<file path="src/rtl/fifo_pkg.sv">
// Shared constants and sizing helpers for the fifo_flex family.
// Pointer/count widths are derived here so the top and the storage
// array agree on address width without repeating the arithmetic.
package fifo_pkg;

    localparam int FIFO_MAX_DEPTH = 1024;
    localparam int FIFO_MAX_WIDTH = 1024;

    // Smallest r such that 2**r >= value (value >= 1).
    function automatic int log2_ceil(input int value);
        int r;
        r = 0;
        for (int i = 0; i < 31; i++) begin
            if ((1 << i) < value) begin
                r = i + 1;
            end
        end
        return r;
    endfunction

    // Bits needed to address one storage word.
    function automatic int addr_width(input int depth);
        return log2_ceil(depth);
    endfunction

    // Pointer / level width: one extra bit so full and empty differ.
    function automatic int count_width(input int depth);
        return log2_ceil(depth) + 1;
    endfunction

endpackage

</file>
<file path="src/rtl/fifo_flex_mem.sv">
// Storage for fifo_flex: simple dual-port register array with one
// synchronous write port and one asynchronous (combinational) read port.
// Contents are intentionally not reset.
module fifo_flex_mem
    import fifo_pkg::*;
#(
    parameter int DATA_WIDTH = 32,
    parameter int DEPTH      = 16,
    parameter int ADDR_WIDTH = addr_width(DEPTH)
) (
    input  logic                  clk,
    input  logic                  wr_en,
    input  logic [ADDR_WIDTH-1:0] wr_addr,
    input  logic [DATA_WIDTH-1:0] wr_data,
    input  logic [ADDR_WIDTH-1:0] rd_addr,
    output logic [DATA_WIDTH-1:0] rd_data
);

    logic [DATA_WIDTH-1:0] mem_reg [DEPTH];

    // Write port: store the incoming word at the write address.
    always_ff @(posedge clk) begin
        if (wr_en) begin
            mem_reg[wr_addr] <= wr_data;
        end
    end

    // Read port is combinational so the head word falls through.
    assign rd_data = mem_reg[rd_addr];

endmodule

</file>
<file path="src/rtl/fifo_flex.sv">
// fifo_flex: single-clock first-word-fall-through FIFO.
// Optional feature macro FIFO_FLEX_LEVEL_EN adds registered levelOut,
// almostFullOut and almostEmptyOut; without it those ports and their
// logic are absent and full/empty behaviour is unchanged.
module fifo_flex
    import fifo_pkg::*;
#(
    parameter int DATA_WIDTH    = 32,
    parameter int FIFO_DEPTH    = 16,
    parameter int AFULL_THRESH  = FIFO_DEPTH - 2,
    parameter int AEMPTY_THRESH = 2
) (
    input  logic                  clkIn,
    input  logic                  rstIn,
    input  logic                  flushIn,
    input  logic [DATA_WIDTH-1:0] wrDataIn,
    input  logic                  wrValidIn,
    output logic                  wrReadyOut,
    output logic [DATA_WIDTH-1:0] rdDataOut,
    output logic                  rdValidOut,
    input  logic                  rdReadyIn
`ifdef FIFO_FLEX_LEVEL_EN
    ,
    output logic [count_width(FIFO_DEPTH)-1:0] levelOut,
    output logic                  almostFullOut,
    output logic                  almostEmptyOut
`endif
);

    localparam int AW = addr_width(FIFO_DEPTH);
    localparam int CW = count_width(FIFO_DEPTH);
    localparam logic [CW-1:0] PTR_ONE = CW'(1);

    // Reject parameter sets the pointer arithmetic cannot support.
    if (DATA_WIDTH < 1 || DATA_WIDTH > FIFO_MAX_WIDTH ||
        FIFO_DEPTH < 2 || FIFO_DEPTH > FIFO_MAX_DEPTH ||
        (FIFO_DEPTH & (FIFO_DEPTH - 1)) != 0 ||
        AFULL_THRESH < 0 || AFULL_THRESH > FIFO_DEPTH ||
        AEMPTY_THRESH < 0 || AEMPTY_THRESH > FIFO_DEPTH) begin : g_bad_params
        $error("fifo_flex: illegal parameter combination");
    end

    logic [CW-1:0] wr_ptr_reg, wr_ptr_next;
    logic [CW-1:0] rd_ptr_reg, rd_ptr_next;
    logic          full, empty;
    logic          wr_en, rd_en;

    // Same low bits with opposite wrap bit means the writer is a lap ahead.
    assign full  = (wr_ptr_reg[AW] != rd_ptr_reg[AW]) &&
                   (wr_ptr_reg[AW-1:0] == rd_ptr_reg[AW-1:0]);
    assign empty = (wr_ptr_reg == rd_ptr_reg);

    // Handshakes qualified by registered flags; flush suppresses both.
    assign wr_en = wrValidIn && !full  && !flushIn;
    assign rd_en = rdReadyIn && !empty && !flushIn;

    // Flags depend only on the pointer registers, never on inputs.
    assign wrReadyOut = !full;
    assign rdValidOut = !empty;

    // Next pointer values; flush returns both pointers to zero.
    always_comb begin
        wr_ptr_next = wr_ptr_reg;
        rd_ptr_next = rd_ptr_reg;
        if (flushIn) begin
            wr_ptr_next = '0;
            rd_ptr_next = '0;
        end else begin
            if (wr_en) begin
                wr_ptr_next = wr_ptr_reg + PTR_ONE;
            end
            if (rd_en) begin
                rd_ptr_next = rd_ptr_reg + PTR_ONE;
            end
        end
    end

    // Pointer registers, cleared asynchronously by reset.
    always_ff @(posedge clkIn or negedge rstIn) begin
        if (!rstIn) begin
            wr_ptr_reg <= '0;
            rd_ptr_reg <= '0;
        end else begin
            wr_ptr_reg <= wr_ptr_next;
            rd_ptr_reg <= rd_ptr_next;
        end
    end

    fifo_flex_mem #(
        .DATA_WIDTH (DATA_WIDTH),
        .DEPTH      (FIFO_DEPTH),
        .ADDR_WIDTH (AW)
    ) u_mem (
        .clk     (clkIn),
        .wr_en   (wr_en),
        .wr_addr (wr_ptr_reg[AW-1:0]),
        .wr_data (wrDataIn),
        .rd_addr (rd_ptr_reg[AW-1:0]),
        .rd_data (rdDataOut)
    );

`ifdef FIFO_FLEX_LEVEL_EN
    localparam logic [CW-1:0] AFULL_LVL  = CW'(AFULL_THRESH);
    localparam logic [CW-1:0] AEMPTY_LVL = CW'(AEMPTY_THRESH);

    logic [CW-1:0] level_reg, level_next;
    logic          afull_reg, aempty_reg;

    // Level tracks write-only / pop-only; simultaneous ops cancel.
    always_comb begin
        level_next = level_reg;
        if (flushIn) begin
            level_next = '0;
        end else if (wr_en && !rd_en) begin
            level_next = level_reg + PTR_ONE;
        end else if (rd_en && !wr_en) begin
            level_next = level_reg - PTR_ONE;
        end
    end

    // Thresholds are evaluated on the next level so flags line up with it.
    always_ff @(posedge clkIn or negedge rstIn) begin
        if (!rstIn) begin
            level_reg  <= '0;
            afull_reg  <= 1'b0;
            aempty_reg <= 1'b1;
        end else begin
            level_reg  <= level_next;
            afull_reg  <= (level_next >= AFULL_LVL);
            aempty_reg <= (level_next <= AEMPTY_LVL);
        end
    end

    assign levelOut       = level_reg;
    assign almostFullOut  = afull_reg;
    assign almostEmptyOut = aempty_reg;
`endif

endmodule

</file>
<file path="config.mk">
export PLATFORM = sky130hd
export DESIGN_NAME = fifo_flex
export DESIGN_NICKNAME = d
export VERILOG_FILES = /design/src/rtl/fifo_pkg.sv /design/src/rtl/fifo_flex_mem.sv /design/src/rtl/fifo_flex.sv
export SDC_FILE = /design/constraint.sdc
export NUM_CORES = 1
export LEC_CHECK = 0
export CORE_MARGIN = 5
export CORE_UTILIZATION = 40
export DETAILED_ROUTE_END_ITERATION = 12
export PLACE_DENSITY_LB_ADDON = 0.15
export SYNTH_ARGS = -nofsm -noshare
export SYNTH_HDL_FRONTEND = slang
export SYNTH_SLANG_ARGS = --single-unit
</file>
<file path="constraint.sdc">
create_clock -name clkIn -period 4.7 [get_ports clkIn]
set_input_delay 0.47 -clock clkIn [delete_from_list [all_inputs] [get_ports clkIn]]
set_output_delay 0.47 -clock clkIn [all_outputs]
set_load 0.02 [all_outputs]
</file>
==> load_flow_metrics.sql <==
INSERT INTO impl_metrics (metric_group, metric, value, unit) VALUES
('power', 'total_power', '10.2', 'mW'),
('synthesis', 'ys_seq_elements', '522', ''),
('power', 'power_density', '435', 'nW/µm²'),
('worst_setup_path', 'timing.critical_path.to', 'rdDataOut[19]', ''),
('routing', 'drt_first_pass_iters', '4', ''),
('cells_and_area', 'number_of_non_filler_instances_in_the_completed_layout', '1649', ''),
('timing', 'setup-tns-final', '0', 'ns'),
('routing', 'drt_wl_total', '44.2', 'mm'),
('placement', 'place.detailed.hpwl', '23.3', 'mm'),
('timing', 'slew_headroom', '38.6', '%'),
('worst_setup_path', 'origin_of_the_critical_flop_to_flop_path', 'rd_ptr_reg[1]', ''),
('worst_setup_path', 'crit_path_start_kind', 'flip-flop', ''),
('timing', 'hold_violations', '0', ''),
('clocking', 'number_of_clock_buffers_inserted_by_tritoncts', '55', ''),
('power', 'p_seq_share', '50.9', '%'),
('clocking', 'postCtsResizedCells', '0', ''),
('worst_setup_path', 'critical_path_sink_type', 'primary output', ''),
('worst_setup_path', 'rr_endpoint', 'u_mem.mem_reg[2][14]', ''),
('timing', 'clock-skew-final', '0.0218', 'ns'),
('timing', 'worst_margin_slew', '0.921', 'ns'),
('floorplan', 'io_pins', '71', ''),
('cells_and_area', 'layout.core_utilization', '47.2', '%'),
('clocking', 'post_cts_hold_buffer_count', '0', ''),
('synthesis', 'post_synth_num_cell_types', '32', ''),
('worst_setup_path', 'required', '4.23', 'ns'),
('cells_and_area', 'most_used_cells_in_the_layout_excluding_fill_and_tap_cells', 'edfxtp_1 (512), mux4_2 (160), clkdlybuf4s50_1 (70)', ''),
('routing', 'residual_antenna_violating_net_count_after_detailed_routing', '0', ''),
('power', 'vdd_ir_drop_max', '0.272', 'mV'),
('routing', 'drc_errors', '0', ''),
('synthesis', 'synth.yosys.warnings', '0', ''),
('floorplan', 'design.core.area', '49900', 'µm²'),
('synthesis', 'synth_area', '20100', 'µm²'),
('clocking', 'clockRootBuffer', 'clkbuf_16', ''),
('clocking', 'tritoncts_clock_tree', 'done', ''),
('global_routing', 'grt_antenna_before_repair', '1', ''),
('synthesis', 'share_of_the_yosys_chip_area_belonging_to_registers', '77.9', '%'),
('placement', 'placed_area', '21900', 'µm²'),
('worst_setup_path', 'critical_path.startpoint', 'rd_ptr_reg[0]', ''),
('power', 'switching_fraction', '22.3', '%'),
('status', 'run_status', 'finished clean', ''),
('cells_and_area', 'largest_reg_flops', '512', ''),
('cells_and_area', 'post_route_cells_drive_above_1_share', '30.0', '%'),
('clocking', 'cts_post_setup_buffers_inserted', '0', ''),
('floorplan', 'die_area', '54700', 'µm²'),
('cells_and_area', 'final_common_cell', 'edfxtp_1', ''),
('worst_setup_path', 'timing_worst_setup_path_type', 'reg2out', ''),
('routing', 'vias_per_cell', '5.41', ''),
('clocking', 'max-clock-path-buffers', '3', ''),
('power', 'clockPowerShare', '39.1', '%'),
('clocking', 'cts.clk_slew.worst_paths', '0.06', 'ns'),
('routing', 'highest_layer', 'met4', ''),
('routing', 'detailroute.wirelength.met2', '21.6', 'mm'),
('floorplan', 'die_height', '234', 'µm'),
('timing', 'slew_viol_final', '0', ''),
('synthesis', 'synth.net_count', '857', ''),
('cells_and_area', 'design_area', '23500', 'µm²'),
('routing', 'wl_met1', '20.2', 'mm'),
('worst_setup_path', 'worst-path-max-fanout', '28', ''),
('power', 'power.internal', '7.96', 'mW'),
('cells_and_area', 'seq_area', '15600', 'µm²'),
('placement', 'dp_cells', '1549', ''),
('cells_and_area', 'nNetsFinal', '976', ''),
('timing', 'max_freq', '246', 'MHz'),
('global_routing', 'first_pass_grt_wire_length', '65.5', 'mm'),
('cells_and_area', 'synthToLayoutAreaGrowth', '17.3', '%'),
('min_path', 'timing.hold.worst.class', 'in2async', ''),
('job', 'maxCapViolations', '0', ''),
('floorplan', 'initial_core_util', '40.2', '%'),
('global_routing', 'first_global_vias', '9609', ''),
('power', 'power.leakage', '7.10', 'nW'),
('timing', 'min_period', '4.07', 'ns');
==> cells in the mapped netlist <==
master       n  share of area, %
nor4b_1      1             0.044
nor2b_1      7              0.22
mux2_2       6              0.34
clkbuf_2     2             0.050
buf_2        8              0.20
edfxtp_1   512                77
inv_1        6              0.11
and3_1       5              0.16
o211ai_1     4              0.15
buf_1        9              0.17
nand3_1      4              0.10
a21boi_1     1             0.037
nand4_1      4              0.12
a21oi_1      5              0.12
nor4_1       3             0.094
nand2_1     10              0.19
and4_1       1             0.044
ha_1         5              0.31
buf_6       10              0.56
xnor2_1      5              0.22
o2111ai_1    1             0.044
buf_4        1             0.037
o21ai_0      2             0.050
a211oi_2     1             0.062
xor2_1       1             0.044
mux4_2     160                18
clkbuf_1    13              0.24
o31ai_1      1             0.037
mux2i_1      1             0.050
dfrtp_1     10               1.2
nor2_1      15              0.28
and4bb_1     1             0.062
==> worst min-delay path by stage <==
stage | from | endpoint | depth (start not counted) | slack, ns
after floorplan | rstIn | rd_ptr_reg[0] | 0 | 0.17
after global placement | wr_ptr_reg[4] | wr_ptr_reg[4] | 2 | 0.66
after CTS | rstIn | rd_ptr_reg[4] | 1 | 0.19
after detailed placement | wr_ptr_reg[1] | wr_ptr_reg[1] | 2 | 0.66
final | rstIn | rd_ptr_reg[4] | 1 | 0.21
after global routing | rstIn | rd_ptr_reg[4] | 1 | 0.23
==> through the flow <==
step	worst slack, ns	hold WS, ns
after detailed placement	1.19	0.662
after floorplan	0.0826	0.174
after global placement	1.17	0.657
after CTS	0.523	0.193
final	0.635	0.206
after global routing	0.416	0.230
==> final cells by class <==
class | count | share of cell area, %
clock buffer | 72 | 6.21
multi-input combinational | 244 | 18.1
tap | 672 | 3.57
timing repair buffer | 105 | 4.73
sequential | 522 | 66.5
inverter | 6 | 0.0957
clock inverter | 28 | 0.830
==> power by group through the flow <==
stage	registers, mW	clock network [mW]	logic (mW)
detailed placement	5.31	0	1.05
global placement	5.31	0	1.05
global route	5.22	4.30	1.10
floorplan	5.25	0	0.747
CTS	5.21	4.11	1.05
finish	5.21	4.00	1.02
==> worst max-delay path, stage by stage (launching register included) <==
cell	delay, ns
dfrtp_4	0.80
buf_4	0.42
buf_4	0.24
mux4_2	0.50
mux4_2	0.46
clkdlybuf4s50_1	0.55
==> cells by family (layout without fill, tap and decap cells) <==
| logic type | after synthesis | after routing | synth area share, % |
|---|---|---|---|
| AO/OA/AOI/OAI | 15 | 15 | 0.505 |
| XOR/XNOR | 6 | 6 | 0.262 |
| buffers and inverters | 49 | 211 | 1.37 |
| adder cells (fa/ha/maj) | 5 | 5 | 0.312 |
| flip-flops | 522 | 522 | 77.9 |
| AND/OR/NAND/NOR | 51 | 51 | 1.31 |
| multiplexers | 167 | 167 | 18.3 |
==> per-layer routing <==
metal  vias to the layer above  track usage, %
li1                       3776               -
met1                      4920            23.9
met2                       157            26.5
met3                        62            2.92
met4                         0            3.67
met5                         -               0
No activity file was read; power rests on OpenSTA's default activity.
==> patch (same flow settings) <==
The parameter `FIFO_DEPTH` goes from 16 to 8.
--- a/src/rtl/fifo_flex.sv
+++ b/src/rtl/fifo_flex.sv
@@ -8,3 +8,3 @@
     parameter int DATA_WIDTH    = 32,
-    parameter int FIFO_DEPTH    = 16,
+    parameter int FIFO_DEPTH    = 8,
     parameter int AFULL_THRESH  = FIFO_DEPTH - 2,
Behaviour: same outputs for any inputs over 4 cycles, from zero or initial values and one cycle with rstIn low; that may be too few to reach the edited logic, so the function may still have changed.
==> patch against the original RTL <==
Setup slack better by 0.26 ns. Final area down 47%. Critical path type unchanged. First-iteration DRC count down 58%. Via count down 48%. Routed wire length down 54%. Total power down 45%. Global-route usage down 2.5 points. Register-to-register slack better by 0.31 ns. Sequential cell count down 258. Area after synthesis down 48%.
==> patch: results (changes against the original RTL) <==
----------------------------------------------------
[Status]
  Run status ... finished, final reports clean

[Clocking]
  CTS H-tree lvls ... 1 (-1)
  Post-CTS repair timing setup buffer count ... 0 (unchanged)
  Worst-skew pair later-pin latency ... 0.52 ns (-0.09 ns)
  Number of clock buffers inserted by TritonCTS ... 28 (-49%)
  Clock transition at the register clock pins on the worst setup and hold paths after CTS ... 0.06 ns (about the same)
  Cell chosen for the clock root ... sky130_fd_sc_hd__clkbuf_16

[Route]
  Total met3 wirelength after detailed routing ... 856 µm (-49%)
  Top Metal Used ... met5
  Met1 layer wirelength in the final routing ... 8770 µm (-57%)
  First DRT Iteration DRCs ... 298 (-58%)
  Drt total wl ... 20200 µm (-54%)
  Met2 wire length ... 10100 µm (-53%)
  Via-per-instance ratio ... 5.21 (-3.6%)

[Critical path]
  Maximum fanout encountered on the critical timing path ... 32 (+14%)
  Critical path's largest stage delay ... 0.84 ns (+0.04 ns)
  Arrival time of the worst setup path ... 3.33 ns (-0.27 ns)
  Worst reg2reg path depth ... 4 (-1)

[Final layout]
  Largest register FFs ... 256 (-50%)
  Share of post-route cells with drive strength above 1 ... 29.7% (-0.29 points)
  Nets ... 576 (-41%)
  Final cell count without fillers ... 894 (-46%)

[Global routing]
  Number of global-route vias before repair ... 5132 (-47%)
  Global routing usage summed across all routing layers ... 13.9% (-2.5 points)
  Global-route met2 utilization ... 23.7% (-2.8 points)
  Met1 Usage GRT ... 18.8% (-5.1 points)
  Maximum number of pins on one net before global-route repair ... 45 (-17%)
  Wire length of the first global-routing pass ... 31000 µm (-53%)
  Grt met3 use ... 2.78% (-0.14 points)

[STA]
  Relative slew slack ... 34.4% (-4.2 points)
  Post-Route Skew ... 0.00783 ns (-0.0140 ns)

[Worst hold path]
  Path type of the worst min-delay path ... in2async

[Logic synthesis]
  Number of enable-type register cells in the synthesized netlist ... 256 (-50%)
  Share of synthesized registers carrying an async set or reset ... 3.03% (+1.1 points)
  Netlist cell types ... 38 (+19%)
  Sequential area share after synthesis ... 75.9% (-2.0 points)
  Dominant cells by area after synthesis ... sky130_fd_sc_hd__edfxtp_1, sky130_fd_sc_hd__mux4_2, sky130_fd_sc_hd__mux2_4
  Synthesized net count ... 490 (-43%)
  Average size of a mapped cell ... 23.0 µm² (-6.4%)
  Commonest cells in the netlist ... sky130_fd_sc_hd__edfxtp_1, sky130_fd_sc_hd__mux4_2, sky130_fd_sc_hd__mux2_4, sky130_fd_sc_hd__mux2_2, sky130_fd_sc_hd__buf_2

[Power and ir drop]
  Ratio of total power to cell area ... 448 nW/µm² (+3.0%)
  Leakage power figure ... 3.91 nW (-45%)
  Peak supply drop ... 0.281 mV (+3.3%)

[Placed design]
  Area after DPL ... 11500 µm² (-47%)
  Post-placement cell count ... 842 (-46%)
  Final weighted congestion of routability-driven global placement ... 0.729 (+0.23%)
  Placed wire-length estimate ... 10800 µm (-54%)

----------------------------------------------------
## patch: layout make-up
cell class | count | area, µm²
clock buffer | 33 | 741
clock inverter | 19 | 214
fill | 2125 | 13400
inverter | 1 | 3.75
multi-input combinational | 159 | 2400
sequential | 264 | 7900
tap | 335 | 419
timing repair buffer | 83 | 798
## patch: power breakdown
part | internal [mW] | switching, mW | leakage [nW]
logic | 0.375 | 0.287 | 1.02
clock network | 1.39 | 0.853 | 0.467
registers | 2.62 | 0.0601 | 2.42
total | 4.39 | 1.20 | 3.91
## patch: worst paths after layout
kind                               startpoint                  end  slack [ns]
worst min register to register  rd_ptr_reg[3]        rd_ptr_reg[3]        0.68
worst min-delay path                    rstIn        wr_ptr_reg[0]        0.24
worst max register to register  rd_ptr_reg[0]  u_mem.mem_reg[5][2]        1.68
worst max-delay path            rd_ptr_reg[0]        rdDataOut[10]        0.90
max in group asynchronous               rstIn        rd_ptr_reg[1]        4.13
min in group clkIn              rd_ptr_reg[3]        rd_ptr_reg[3]        0.68
## patch: kinds of logic (layout without fill, tap and decap cells)
family,Yosys count,count (layout),share of synthesized area (%)
flip-flops,264,264,75.9
multiplexers,103,103,18.8
AND/OR/NAND/NOR,38,38,2.05
buffers and inverters,28,136,1.65
AO/OA/AOI/OAI,8,8,0.710
XOR/XNOR,8,8,0.674
adder cells (fa/ha/maj),2,2,0.241
## patch: per-stage QoR
step	util [%]	setup slack, ns
floorplan	-	0.0445
global placement	44.6	1.39
detailed placement	44.6	1.35
CTS	48.3	0.777
global route	48.3	0.649
finish	48.3	0.896
## patch: critical path, delay by kind of cell, from the launching register on
family | cells | cell delay [ns]
muxes | 2 | 0.87
DFF | 1 | 0.84
buffers and inverters | 2 | 1.08
